### config.mk
export PLATFORM = sky130hd
export DESIGN_NAME = poly_reject_sampler_flat
export DESIGN_NICKNAME = d
export VERILOG_FILES = /design/src/rtl/pqc_params_pkg.sv /design/src/rtl/poly_reject_sampler_if.sv /design/src/rtl/coeff_fifo2.sv /design/src/rtl/poly_reject_sampler.sv /design/src/flat_wrapper.sv
export SDC_FILE = /design/constraint.sdc
export NUM_CORES = 1
export LEC_CHECK = 0
export CORE_MARGIN = 8
export CORE_UTILIZATION = 50
export CTS_CLUSTER_SIZE = 12
export DETAILED_ROUTE_END_ITERATION = 12
export GPL_TIMING_DRIVEN = 0
export PLACE_DENSITY = 0.74
export SLEW_MARGIN = 20
export SYNTH_ARGS = -nofsm -noshare
export SYNTH_HDL_FRONTEND = slang
export SYNTH_SLANG_ARGS = --single-unit
### constraint.sdc
create_clock -name clk -period 6.4 [get_ports clk]
set_input_delay 1.28 -clock clk [delete_from_list [all_inputs] [get_ports clk]]
set_output_delay 1.28 -clock clk [all_outputs]
set_load 0.02 [all_outputs]
### src/rtl/pqc_params_pkg.sv
// Shared defaults for the polynomial sampling path and the sampler FSM state type.
package pqc_params_pkg;

  localparam int DEF_P    = 17;
  localparam int DEF_N    = 8;
  localparam int DEF_LOGN = 3;
  localparam int DEF_B    = 5;

  typedef enum logic [1:0] {
    ST_IDLE,
    ST_FRAME,
    ST_SAMPLE,
    ST_DONE
  } sampler_state_t;

endpackage

### src/rtl/poly_reject_sampler_if.sv
// Random-word input stream plus coefficient write stream toward the polynomial store.
interface poly_reject_sampler_if
  import pqc_params_pkg::*;
#(
  parameter int b = DEF_B
);
  logic [2*b-1:0] rand_in;
  logic           rand_valid;
  logic           rand_ready;
  logic           poly_write;
  logic           coeff_valid;
  logic [b-1:0]   coeff_out;

  modport master (
    input  rand_in, rand_valid,
    output rand_ready, poly_write, coeff_valid, coeff_out
  );

  modport slave (
    output rand_in, rand_valid,
    input  rand_ready, poly_write, coeff_valid, coeff_out
  );
endinterface

### src/rtl/coeff_fifo2.sv
// Two-entry in-order coefficient buffer; head falls through from the pushes when empty.
// Zero-cycle bypass, no internal backpressure: the caller keeps count + pushes - pop <= 2.
module coeff_fifo2
  import pqc_params_pkg::*;
#(
  parameter int b = DEF_B
) (
  input  logic         clk,
  input  logic         reset,
  input  logic         clr,
  input  logic         push0,
  input  logic [b-1:0] dat0,
  input  logic         push1,
  input  logic [b-1:0] dat1,
  input  logic         pop,
  output logic         avail,
  output logic [b-1:0] head,
  output logic [1:0]   cnt
);

  logic [b-1:0] mem [2];
  logic [b-1:0] q   [4];
  logic [2:0]   n;

  // Logical queue: stored entries first, then this cycle's pushes in candidate order.
  always_comb begin
    q[0] = mem[0];
    q[1] = mem[1];
    q[2] = '0;
    q[3] = '0;
    n    = {1'b0, cnt};
    if (push0) begin
      q[n[1:0]] = dat0;
      n         = n + 3'd1;
    end
    if (push1) begin
      q[n[1:0]] = dat1;
      n         = n + 3'd1;
    end
  end

  assign avail = (n != 3'd0);
  assign head  = q[0];

  always_ff @(posedge clk) begin
    if (reset || clr) begin
      cnt    <= 2'd0;
      mem[0] <= '0;
      mem[1] <= '0;
    end else if (pop && avail) begin
      mem[0] <= q[1];
      mem[1] <= q[2];
      cnt    <= 2'(n - 3'd1);
    end else begin
      mem[0] <= q[0];
      mem[1] <= q[1];
      cnt    <= n[1:0];
    end
  end

endmodule

### src/rtl/poly_reject_sampler.sv
// Rejection sampler: splits random words into two candidates, keeps those below p, emits N per frame.
// First coefficient three cycles after start; rand_ready throttles the source, no downstream backpressure.
module poly_reject_sampler
  import pqc_params_pkg::*;
#(
  parameter int p    = DEF_P,
  parameter int N    = DEF_N,
  parameter int logN = DEF_LOGN,
  parameter int b    = DEF_B
) (
  input  logic                  clk,
  input  logic                  reset,
  input  logic                  start,
  poly_reject_sampler_if.master bus,
  output logic                  busy,
  output logic                  done,
  output logic [15:0]           reject_cnt
);

  localparam int RW = 2 * b;
  localparam logic [logN+1:0] N_W    = (logN+2)'(N);
  localparam logic [logN:0]   LAST_E = (logN+1)'(N - 1);
  localparam logic [b:0]      P_W    = (b+1)'(p);

  sampler_state_t state;

  logic [logN:0]   emitted;
  logic [logN:0]   emitted_next;
  logic [1:0]      fifo_cnt;
  logic [2:0]      cnt_next;
  logic [logN+1:0] issued;
  logic [b-1:0]    c0, c1, head;
  logic            ok0, ok1, xfer, push0, push1, pop, ready_next;
  logic [1:0]      rej_inc;
  logic [16:0]     rej_sum;
  logic [15:0]     reject_next;

  assign c0  = bus.rand_in[b-1:0];
  assign c1  = bus.rand_in[RW-1:b];
  assign ok0 = ({1'b0, c0} < P_W);
  assign ok1 = ({1'b0, c1} < P_W);

  assign issued = (logN+2)'(emitted) + (logN+2)'(fifo_cnt);
  assign xfer   = (state == ST_SAMPLE) && bus.rand_valid && bus.rand_ready;
  // Candidate 1 sees the slot candidate 0 may just have taken; surplus accepts are dropped silently.
  assign push0  = xfer && ok0 && (issued < N_W);
  assign push1  = xfer && ok1 && ((issued + (logN+2)'(push0)) < N_W);

  assign rej_inc     = 2'(xfer && !ok0) + 2'(xfer && !ok1);
  assign rej_sum     = {1'b0, reject_cnt} + 17'(rej_inc);
  assign reject_next = rej_sum[16] ? 16'hFFFF : rej_sum[15:0];

  assign emitted_next = emitted + (logN+1)'(pop);
  assign cnt_next     = 3'(fifo_cnt) + 3'(push0) + 3'(push1) - 3'(pop);
  assign ready_next   = (cnt_next <= 3'd1) &&
                        (((logN+2)'(emitted_next) + (logN+2)'(cnt_next)) < N_W);

  coeff_fifo2 #(.b(b)) u_fifo (
    .clk   (clk),
    .reset (reset),
    .clr   ((state == ST_IDLE) && start),
    .push0 (push0),
    .dat0  (c0),
    .push1 (push1),
    .dat1  (c1),
    .pop   (pop),
    .avail (pop),
    .head  (head),
    .cnt   (fifo_cnt)
  );

  always_ff @(posedge clk) begin
    if (reset) begin
      state           <= ST_IDLE;
      emitted         <= '0;
      bus.rand_ready  <= 1'b0;
      bus.poly_write  <= 1'b0;
      bus.coeff_valid <= 1'b0;
      bus.coeff_out   <= '0;
      busy            <= 1'b0;
      done            <= 1'b0;
      reject_cnt      <= '0;
    end else begin
      bus.coeff_valid <= pop;
      if (pop) bus.coeff_out <= head;
      emitted        <= emitted_next;
      bus.poly_write <= 1'b0;
      done           <= 1'b0;
      case (state)
        ST_IDLE: begin
          bus.rand_ready <= 1'b0;
          if (start) begin
            state          <= ST_FRAME;
            bus.poly_write <= 1'b1;
            busy           <= 1'b1;
            reject_cnt     <= '0;
            emitted        <= '0;
          end
        end
        ST_FRAME: begin
          state          <= ST_SAMPLE;
          bus.rand_ready <= 1'b1;
        end
        ST_SAMPLE: begin
          reject_cnt <= reject_next;
          if (pop && (emitted == LAST_E)) begin
            state          <= ST_DONE;
            bus.rand_ready <= 1'b0;
          end else begin
            bus.rand_ready <= ready_next;
          end
        end
        ST_DONE: begin
          done  <= 1'b1;
          busy  <= 1'b0;
          state <= ST_IDLE;
        end
        default: state <= ST_IDLE;
      endcase
    end
  end

endmodule

### src/flat_wrapper.sv
// flat-port wrapper written by rule: the top's interface ports become plain ports
module poly_reject_sampler_flat import pqc_params_pkg::*;
#(
  parameter int p    = DEF_P,
  parameter int N    = DEF_N,
  parameter int logN = DEF_LOGN,
  parameter int b    = DEF_B
)
  (clk, reset, start, busy, done, reject_cnt, bus_rand_in, bus_rand_valid, bus_rand_ready, bus_poly_write, bus_coeff_valid, bus_coeff_out);
  poly_reject_sampler_if #(.b(b)) bus_i ();
  input  logic clk;
  input  logic reset;
  input  logic start;
  output logic busy;
  output logic done;
  output logic [15:0] reject_cnt;
  input wire logic [$bits(bus_i.rand_in)-1:0] bus_rand_in;
  input wire logic [$bits(bus_i.rand_valid)-1:0] bus_rand_valid;
  output wire logic [$bits(bus_i.rand_ready)-1:0] bus_rand_ready;
  output wire logic [$bits(bus_i.poly_write)-1:0] bus_poly_write;
  output wire logic [$bits(bus_i.coeff_valid)-1:0] bus_coeff_valid;
  output wire logic [$bits(bus_i.coeff_out)-1:0] bus_coeff_out;
  assign bus_i.rand_in = bus_rand_in;
  assign bus_i.rand_valid = bus_rand_valid;
  assign bus_rand_ready = bus_i.rand_ready;
  assign bus_poly_write = bus_i.poly_write;
  assign bus_coeff_valid = bus_i.coeff_valid;
  assign bus_coeff_out = bus_i.coeff_out;
  poly_reject_sampler #(.p(p), .N(N), .logN(logN), .b(b)) u_core (.clk(clk), .reset(reset), .start(start), .bus(bus_i), .busy(busy), .done(done), .reject_cnt(reject_cnt));
endmodule
==> impl_metrics.py, run 1 <==
metrics = {
    "clock_network": {
        "cts_tree": "done",
        "clock_latency_ns": 0.30,
        "hold_buffers": 0,
        "cts_buffer_depth": 2,
        "cts_setup_buffers": 0,
        "h-tree-depth": 2,
        "clock_sinks": 44,
        "cts.reportedPaths.clkPinSlew_ns": 0.09,
        "clockRootBuffer": "clkbuf_8",
        "cts_buffers": 5,
        "ctsResizeCount": 0,
    },
    "route": {
        "totalWireLength_mm": 7.20,
        "routedWlPerCell_um": 15.9,
        "drc": 0,
        "vias": 2656,
        "viasPerCell": 5.85,
        "antenna_left": 0,
        "firstDrtPassIters": 4,
        "drt_iter0_drc": 131,
    },
    "worst_setup_path": {
        "arrival_ns": 6.22,
        "crit_path_start_kind": "input port",
        "cp-end-kind": "flop",
        "critical_path.max_fanout": 10,
        "cp.required_ns": 6.63,
        "r2r_slack_ns": 0.99,
        "path_class": "in -> reg",
    },
    "sta": {
        "rsz0062_at_grt": "no",
        "slew_viol_final": 0,
        "worst_slew_pin_slew_ns": 0.736,
        "finalHoldViolCount": 0,
        "slew_headroom_pct": 50.3,
        "final.setup.tns_ns": 0,
        "timing.final.crit_share_pct": 93.5,
        "fin_skew_ns": 0.00590,
        "setup_viol": 0,
        "post-route-min-period_ns": 5.98,
        "max_freq_mhz": 167,
    },
    "placement": {
        "gp_congestion": 0.850,
        "io_buffers": 39,
        "dpl_cell_area_um2": 3380,
        "post-dp-hpwl_mm": 5.45,
        "dp.cells": 446,
    },
    "floorplan": {
        "die_w_um": 91.7,
        "dieArea_um2": 8420,
        "initial_core_util_pct": 51.8,
        "num_rows": 27,
        "ios": 40,
        "dieHeight_um": 91.7,
        "core_um2": 5540,
    },
    "global_route": {
        "grt_pass1_wl_mm": 11.7,
        "grt_pass1_vias": 2420,
        "grt_max_degree": 14,
        "grt_usage_pct": 16.7,
        "antenna_found_initial": 0,
        "grt.overflow.total": 0,
    },
    "worst_hold_path": {
        "hp-class": "reg -> reg",
    },
    "power": {
        "power_density_nw_per_um2": 273,
        "power.clock.fraction_pct": 18.3,
        "pwr-share-seq_pct": 38.3,
        "switching_power_uw": 375,
        "leakage_nw": 1.41,
        "power_frac_comb_pct": 43.5,
        "internal-power_uw": 571,
        "p_total_uw": 946,
        "switching_share_pct": 39.6,
        "ir_worst_vdd_uv": 242,
    },
    "synth": {
        "synth_edf_count": 10,
        "ys_seq_area_share_pct": 34.2,
        "synth_commonest_cells": "dfxtp_1 (34), nand2_1 (34), o21ai_0 (31)",
        "yosys.area.top_type_share_pct": 23.7,
        "synth_area_leaders": "dfxtp_1 (24%), edfxtp_1 (10%), ha_1 (9.6%)",
        "netlist-cell-type-count": 48,
        "yosysWarnings": 0,
        "syn_area_um2": 2870,
        "synth_ff_type": "dfxtp_1",
        "yosysTopAreaCell": "dfxtp_1",
        "syn_area_per_cell_um2": 8.80,
        "ys_async_sr_fraction_pct": 0,
        "ys_ff_latch": 44,
        "synthCells": 326,
    },
    "final_layout": {
        "syn_to_final_growth_pct": 20.8,
        "drive_gt1_share_pct": 7.07,
        "instances_no_fill": 454,
        "nets": 421,
        "fin_area_um2": 3460,
        "n_antenna_cell": 0,
        "utilization_pct": 62.5,
    },
    "flow_run": {
        "drv_cap": 0,
    },
    "run_status": {
        "status": "finished, final reports clean",
    },
}
==> worst max-delay path, cell delays in order <==
cell and delay [ns]:
clkdlybuf4s50_1 0.52, o41ai_4 0.60, o211ai_2 0.34, mux2_2 0.40, ha_1 0.28, mux2i_1 0.18
ha_1 0.19, o31a_1 0.17, buf_4 0.20, inv_2 0.07, ha_1 0.27, inv_1 0.05
fa_1 0.35, inv_1 0.08, fa_1 0.40, inv_1 0.10, ha_1 0.22, and3_1 0.13
o21ai_0 0.17, o2111ai_1 0.13, o21ai_0 0.08
==> per-stage QoR <==
step / hold WS (ns) / setup WS, ns
floorplan: 0.483 / 1.22
global placement: 0.457 / 0.173
detailed placement: 0.461 / 0.0969
CTS: 0.480 / 0.410
global route: 0.510 / 0.172
finish: 0.476 / 0.418
==> per-layer routing <==
layer,wire length (um),vias to the layer above,track usage [%],part of all wire (%)
met3,374,14,3.91,5.2
met5,0,-,0,0
met4,163,0,6.44,2.3
li1,-,1305,-,-
met2,3340,73,26.8,46
met1,3320,1264,21.4,46
==> final timing paths <==
check / start / end / cells past startpoint
setup reg to reg: u_core.u_fifo.cnt[0]$_SDFF_PP0_ / u_core.bus.rand_ready$_SDFFE_PP0P_ / 23
setup / recovery: bus_rand_in[0] / u_core.bus.rand_ready$_SDFFE_PP0P_ / 21
hold / removal: u_core.bus.coeff_out[2]$_SDFFE_PP0N_ / u_core.bus.coeff_out[2]$_SDFFE_PP0N_ / 2
hold reg to reg: u_core.bus.coeff_out[2]$_SDFFE_PP0N_ / u_core.bus.coeff_out[2]$_SDFFE_PP0N_ / 2
==> kinds of logic after synthesis <==
family	share of synthesized area, %
other	0.131
AO/OA/AOI/OAI	21.2
AND/OR/NAND/NOR	16.9
flip-flops	34.2
adder cells (fa/ha/maj)	12.4
XOR/XNOR	2.09
buffers and inverters	4.28
multiplexers	8.86
==> sequential cells by signal, summed over array words and instances (netlist names) <==
signal                  cells
u_core.reject_cnt          16
u_core.u_fifo.mem          10
u_core.bus.coeff_out        5
u_core.emitted              4
u_core.state                2
u_core.u_fifo.cnt           2
u_core.bus.coeff_valid      1
u_core.bus.poly_write       1
u_core.bus.rand_ready       1
u_core.busy                 1
u_core.done                 1
==> placed cells by master, fill, tap and decap left out, types with 3 or more instances in the layout <==
master | netlist | layout
and2_1 | 5 | 5
dfxtp_1 | 34 | 34
o21ai_0 | 31 | 31
clkbuf_8 | 0 | 5
nand3_1 | 14 | 14
mux2_2 | 11 | 11
buf_1 | 3 | 3
o2111ai_1 | 3 | 3
nor3_1 | 11 | 11
fa_1 | 4 | 4
xor2_1 | 4 | 4
nor2_1 | 19 | 19
a211oi_1 | 10 | 10
ha_1 | 22 | 22
a22oi_1 | 3 | 3
mux2i_1 | 13 | 13
nand2_1 | 34 | 34
nand4_1 | 4 | 4
clkbuf_1 | 7 | 7
a21oi_1 | 19 | 19
and3_1 | 6 | 6
o22ai_1 | 5 | 5
inv_1 | 15 | 15
clkdlybuf4s50_1 | 0 | 39
a31oi_1 | 5 | 5
edfxtp_1 | 10 | 10
conb_1 | 1 | 10
a311oi_1 | 5 | 5
==> cell type report <==
class,count,area [um2]
well taps,72,90.1
repair buffers,39,390
fillers,492,2080
multi-input cells,261,1800
clock inverters,3,13.8
clock buffers,5,68.8
flip-flops and latches,44,981
plain buffers,14,62.6
inverters,16,60.1
==> power groups by stage <==
| stage | combinational (mW) | sequential, mW | clock (mW) |
|---|---|---|---|
| after floorplan | 0.261 | 0.383 | 0 |
| after global placement | 0.398 | 0.367 | 0 |
| after detailed placement | 0.411 | 0.369 | 0 |
| after CTS | 0.413 | 0.363 | 0.178 |
| after global routing | 0.460 | 0.368 | 0.190 |
| final | 0.411 | 0.362 | 0.173 |
Note: power is estimated with default switching activity, not from simulation.
==> run 2, diff against run 1 <==
--- a/config.mk
+++ b/config.mk
@@ -10,6 +10,7 @@
 export CTS_CLUSTER_SIZE = 12
 export DETAILED_ROUTE_END_ITERATION = 12
 export GPL_TIMING_DRIVEN = 0
+export HOLD_SLACK_MARGIN = 0.02
 export PLACE_DENSITY = 0.74
 export SLEW_MARGIN = 20
 export SYNTH_ARGS = -nofsm -noshare
==> results of run 2 <==
Final layout, timing and power as in run 1 (identical DEF).
